<file path="config.mk">
export PLATFORM = sky130hd
export DESIGN_NAME = kw_fifo_rd_stream
export DESIGN_NICKNAME = d
export VERILOG_FILES = /design/src/rtl/kw_fifo_rd_stream.sv
export SDC_FILE = /design/constraint.sdc
export NUM_CORES = 1
export LEC_CHECK = 0
export BUFFER_PORTS_ARGS = -buffer_cell sky130_fd_sc_hd__buf_2
export CAP_MARGIN = 25
export CORE_MARGIN = 10
export CORE_UTILIZATION = 59
export CTS_BUF_LIST = sky130_fd_sc_hd__clkbuf_8
export DETAILED_ROUTE_END_ITERATION = 16
export PLACE_DENSITY = 0.93
export SLEW_MARGIN = 0
export SYNTH_ARGS = -nofsm -noshare
export SYNTH_HDL_FRONTEND = slang
export SYNTH_SLANG_ARGS = --single-unit
export TNS_END_PERCENT = 20
</file>
<file path="constraint.sdc">
create_clock -name clock -period 4.2 [get_ports clock]
set_clock_uncertainty 0.15 [all_clocks]
set_input_delay 0.42 -clock clock [delete_from_list [all_inputs] [get_ports clock]]
set_output_delay 0.42 -clock clock [all_outputs]
set_load 0.01 [all_outputs]
</file>
<file path="src/rtl/kw_fifo_rd_stream.sv">
`timescale 1ns/1ps
// kw_fifo_rd_stream
// Read-side adapter for the FF-based FIFO. Issues pops against a credit of
// free skid-buffer slots, absorbs the FIFO's one-cycle registered read
// latency, and presents the buffered words as a valid/ready stream.
//
// Ports
//   clock, reset_n   rising-edge clock, asynchronous active-low reset
//   flush            synchronous discard of buffered and in-flight words
//   fifo_pop_req     pop request to the FIFO (combinational)
//   fifo_empty       FIFO empty flag
//   fifo_data        FIFO read data, valid the cycle after an accepted pop
//   fifo_error       FIFO error flag
//   out_valid        stream word available
//   out_ready        consumer accepts the word
//   out_data         oldest buffered word
//   buf_level        entries currently held (0..BUF_DEPTH)
//   err              sticky error, cleared only by reset
module kw_fifo_rd_stream #(
    parameter int unsigned DATA_WIDTH = 16,
    parameter int unsigned BUF_DEPTH  = 2,
    parameter int unsigned LVL_WIDTH  = $clog2(BUF_DEPTH + 1)
) (
    input  logic                  clock,
    input  logic                  reset_n,
    input  logic                  flush,
    output logic                  fifo_pop_req,
    input  logic                  fifo_empty,
    input  logic [DATA_WIDTH-1:0] fifo_data,
    input  logic                  fifo_error,
    output logic                  out_valid,
    input  logic                  out_ready,
    output logic [DATA_WIDTH-1:0] out_data,
    output logic [LVL_WIDTH-1:0]  buf_level,
    output logic                  err
);

    localparam int unsigned PTR_WIDTH = (BUF_DEPTH > 1) ? $clog2(BUF_DEPTH) : 1;
    localparam int unsigned SUM_WIDTH = LVL_WIDTH + 1;
    localparam logic [PTR_WIDTH-1:0] PTR_LAST  = PTR_WIDTH'(BUF_DEPTH - 1);
    localparam logic [SUM_WIDTH-1:0] DEPTH_SUM = SUM_WIDTH'(BUF_DEPTH);

    logic [DATA_WIDTH-1:0] entries [BUF_DEPTH];
    logic [PTR_WIDTH-1:0]  head;
    logic [PTR_WIDTH-1:0]  tail;
    logic [LVL_WIDTH-1:0]  occ;
    logic                  valid_q;
    logic                  inflight;
    logic                  err_q;

    logic [PTR_WIDTH-1:0]  head_next;
    logic [PTR_WIDTH-1:0]  tail_next;
    logic [LVL_WIDTH-1:0]  occ_next;
    logic                  fire;
    logic                  capture;
    logic                  pop_out;
    logic [SUM_WIDTH-1:0]  credit;

    function automatic logic [PTR_WIDTH-1:0] ptr_inc(input logic [PTR_WIDTH-1:0] p);
        return (p == PTR_LAST) ? '0 : p + PTR_WIDTH'(1);
    endfunction

    assign fire    = valid_q && out_ready;
    assign capture = inflight && !flush;
    assign pop_out = fire && !flush;

    // Slots already claimed after this edge; one extra bit keeps the sum from wrapping.
    // fire implies occ >= 1, so the subtraction never underflows.
    assign credit = SUM_WIDTH'(occ) + SUM_WIDTH'(inflight) - SUM_WIDTH'(fire);

    // out_ready reaches the pop request combinationally so a full-rate stream sustains.
    assign fifo_pop_req = reset_n && !flush && !fifo_empty && (credit < DEPTH_SUM);

    // Next pointer/occupancy; a capture into a full buffer is excluded by the credit.
    always_comb begin
        head_next = head;
        tail_next = tail;
        occ_next  = occ;
        if (flush) begin
            head_next = '0;
            tail_next = '0;
            occ_next  = '0;
        end else begin
            if (pop_out) begin
                head_next = ptr_inc(head);
            end
            if (capture) begin
                tail_next = ptr_inc(tail);
            end
            occ_next = occ + LVL_WIDTH'(capture) - LVL_WIDTH'(pop_out);
        end
    end

    // Control state.
    always_ff @(posedge clock or negedge reset_n) begin
        if (!reset_n) begin
            head     <= '0;
            tail     <= '0;
            occ      <= '0;
            valid_q  <= 1'b0;
            inflight <= 1'b0;
            err_q    <= 1'b0;
        end else begin
            head     <= head_next;
            tail     <= tail_next;
            occ      <= occ_next;
            valid_q  <= (occ_next != '0);
            inflight <= fifo_pop_req && !flush;
            err_q    <= err_q || fifo_error;
        end
    end

    // Skid buffer storage.
    always_ff @(posedge clock or negedge reset_n) begin
        if (!reset_n) begin
            for (int unsigned i = 0; i < BUF_DEPTH; i++) begin
                entries[i] <= '0;
            end
        end else if (capture) begin
            entries[tail] <= fifo_data;
        end
    end

    assign out_valid = valid_q;
    assign out_data  = entries[head];
    assign buf_level = occ;
    assign err       = err_q;

endmodule

</file>
==> results.sh <==
export IMPL_portBuffers=42
export IMPL_setup_viol=0
export IMPL_ys_seq_elements=39
export IMPL_die_h_um=74.94
export IMPL_fin_setup_tns_ns=0
export IMPL_cp_top_family="simple AND/OR/NAND/NOR gates"
export IMPL_wl_um=3582
export IMPL_first_global_vias=1172
export IMPL_die_x_um=74.94
export IMPL_path_cells="and3b_2 > o21ai_0 > fa_1 > nand4bb_1 > nor2_1 > buf_2"
export IMPL_num_rows=19
export IMPL_post_route_util_pct=74.30
export IMPL_ios=43
export IMPL_syn_cell_area_um2=1780
export IMPL_fin_crit_sh_pct=62.84
export IMPL_fmax_mhz=378.9
export IMPL_core_area_um2=2829
export IMPL_timing_final_crit_period_ns=2.639
export IMPL_initial_core_util_pct=62.94
export IMPL_worstPathRequired_ns=3.63
export IMPL_cts_clk_slew_worst_paths_ns=0.07
export IMPL_syn_to_final_growth_pct=18.06
export IMPL_p_per_area_nw_per_um2=509.5
export IMPL_hold_viol_final=0
export IMPL_start_kind="flop"
export IMPL_syn_inst=119
export IMPL_cts_root_buf="clkbuf_8"
export IMPL_drt_pre_antenna_iters=6
export IMPL_diodes=0
export IMPL_grt_use_total_pct=13.55
export IMPL_path_max_fanout=6
export IMPL_cts_inserted_buffers=5
export IMPL_peakVddDrop_mv=0.3388
export IMPL_gp_congestion=0.7236
export IMPL_arrival_ns=2.07
export IMPL_cts_hold_buf=0
export IMPL_drv_cap=0
export IMPL_run_status="finished clean"
export IMPL_hold_path_class="primary input to asynchronous set/reset pin"
export IMPL_r2r_start="inflight$_DFF_PN0_"
export IMPL_synthArstFlopShare_pct=100.0
export IMPL_rsz0062_at_grt="no"
export IMPL_wl_per_cell_um=18.37
export IMPL_max_stage_delay_ns=0.49
export IMPL_end_kind="primary output"
export IMPL_cp_slowest_cell="fa_1"
export IMPL_worst_setup_path_type="flop to primary output"
export IMPL_r2r_end="entries[26]$_DFFE_PN0P_"
export IMPL_ys_warn_count=0
export IMPL_synth_most_common_cell="mux2_2"
export IMPL_grt_pass1_wl_um=5623
export IMPL_path_depth=6
export IMPL_clock_latency_ns=0.29
export IMPL_syn_avg_cell_area_um2=14.96
export IMPL_slew_headroom_pct=43.66
export IMPL_p_leak_nw=1.061
export IMPL_netlist_top_cells_count="mux2_2, dfrtp_1, nor2_1, buf_2"
export IMPL_cts_max_path_buffers=2
export IMPL_layout_drive_gt1_share_pct=62.80
export IMPL_cts_resized=0
export IMPL_cts_setup_buffers=0
export IMPL_fin_cells=195
export IMPL_drtIter0Drc=64
export IMPL_dp_hpwl_um=2527
export IMPL_synth_top_cells_by_area="dfrtp_1, mux2_2, ha_1"
export IMPL_antenna_left=0
export IMPL_synth_cell_types=23
export IMPL_antenna_found_initial=0
export IMPL_syn_nets=144
export IMPL_path_buf_inv=1
export IMPL_cts_tree="built"
export IMPL_synth_largest_area_cell="dfrtp_1"
export IMPL_drc_errors=0
export IMPL_grt_max_degree=41
export IMPL_grt_ovfl_total=0
export IMPL_yosys_most_used_dff="dfrtp_1"
export IMPL_clock_sinks=39
export IMPL_vias=1097
export IMPL_r2r_slack_ns=2.27
export IMPL_worstRegToRegCells=2
export IMPL_routed_via_density=5.626
export IMPL_synth_edf_count=0
export IMPL_drv_slew=0
export IMPL_dieArea_um2=5615
export IMPL_nNetsFinal=188
export IMPL_synth_top_area_share_pct=54.81
export IMPL_dpl_cell_count=187
export IMPL_yosysSeqAreaShare_pct=54.81
export IMPL_whs_ns=0.08150
export IMPL_worst_pin_slew_ns=0.8451
export IMPL_htreeDepth=2
==> layout by cell type, fill, tap and decap left out <==
cell type	n
fa_1	1
xnor2_1	1
mux2_2	48
dfrtp_1	39
or2b_1	1
xnor3_1	1
inv_1	2
nand4bb_1	1
o21ai_0	1
a21bo_2	1
nand3b_1	1
nand3b_4	1
xor2_1	1
or2_2	1
a21oi_1	2
buf_2	42
nor3b_4	1
nor2_1	6
clkinvlp_4	1
a21boi_0	1
and3b_2	1
ha_1	2
clkbuf_8	7
nand2_1	1
==> metrics by stage <==
step           power (mW)  cell area (um2)  setup slack (ns)
2_1_floorplan      0.6913             1780             2.050
3_3_place_gp       0.7842             1998             1.942
3_5_place_dp       0.8058             1998             1.862
4_1_cts             1.089             2102             1.551
5_1_grt             1.134             2102             1.433
6_report            1.071             2102             1.561
==> where the power goes <==
group	internal [mW]	leakage, nW	switching [mW]	total (mW)
clock	0.149	0.0505	0.127	0.276
sequential	0.463	0.499	0.0510	0.514
combinational	0.164	0.511	0.117	0.281
==> state kept, by name, summed over array words and instances, names as in the netlist <==
signal / count
tail: 1
entries: 32
out_valid: 1
head: 1
buf_level: 2
err: 1
inflight: 1
==> how the worst max path moves through the flow <==
stage,startpoint,to,slack [ns]
after floorplan,inflight$_DFF_PN0_,fifo_pop_req,2.05
after global placement,out_ready,fifo_pop_req,1.94
after detailed placement,out_ready,fifo_pop_req,1.86
after CTS,inflight$_DFF_PN0_,fifo_pop_req,1.55
after global routing,inflight$_DFF_PN0_,fifo_pop_req,1.43
final,inflight$_DFF_PN0_,fifo_pop_req,1.56
==> area by class of cell <==
class | count | area (um2)
Tap cell | 31 | 38.79
Fill cell | 200 | 726.9
Inverter | 2 | 7.507
Clock buffer | 7 | 96.34
Sequential cell | 39 | 975.9
Multi-Input combinational cell | 73 | 765.7
Timing Repair Buffer | 42 | 210.2
Clock inverter | 1 | 7.507
==> cells by family (layout without fill, tap and decap cells) <==
kind of cell	Yosys count	in the layout	share of synthesized area, %
simple gates	14	14	6.044
compound gates	5	5	1.827
fa+ha+maj	3	3	2.530
xor+xnor	3	3	2.249
flops	39	39	54.81
buf+inv	7	52	2.179
mux	48	48	30.36
==> routing by layer <==
metal / vias to the layer above / global-route usage, % / wire length (um)
li1: 505 / - / -
met1: 553 / 15.11 / 1391
met2: 32 / 21.33 / 1825
met3: 7 / 5.519 / 289
met4: 0 / 8.193 / 76
met5: - / 0 / 0
(Power assumes the default switching activity.)
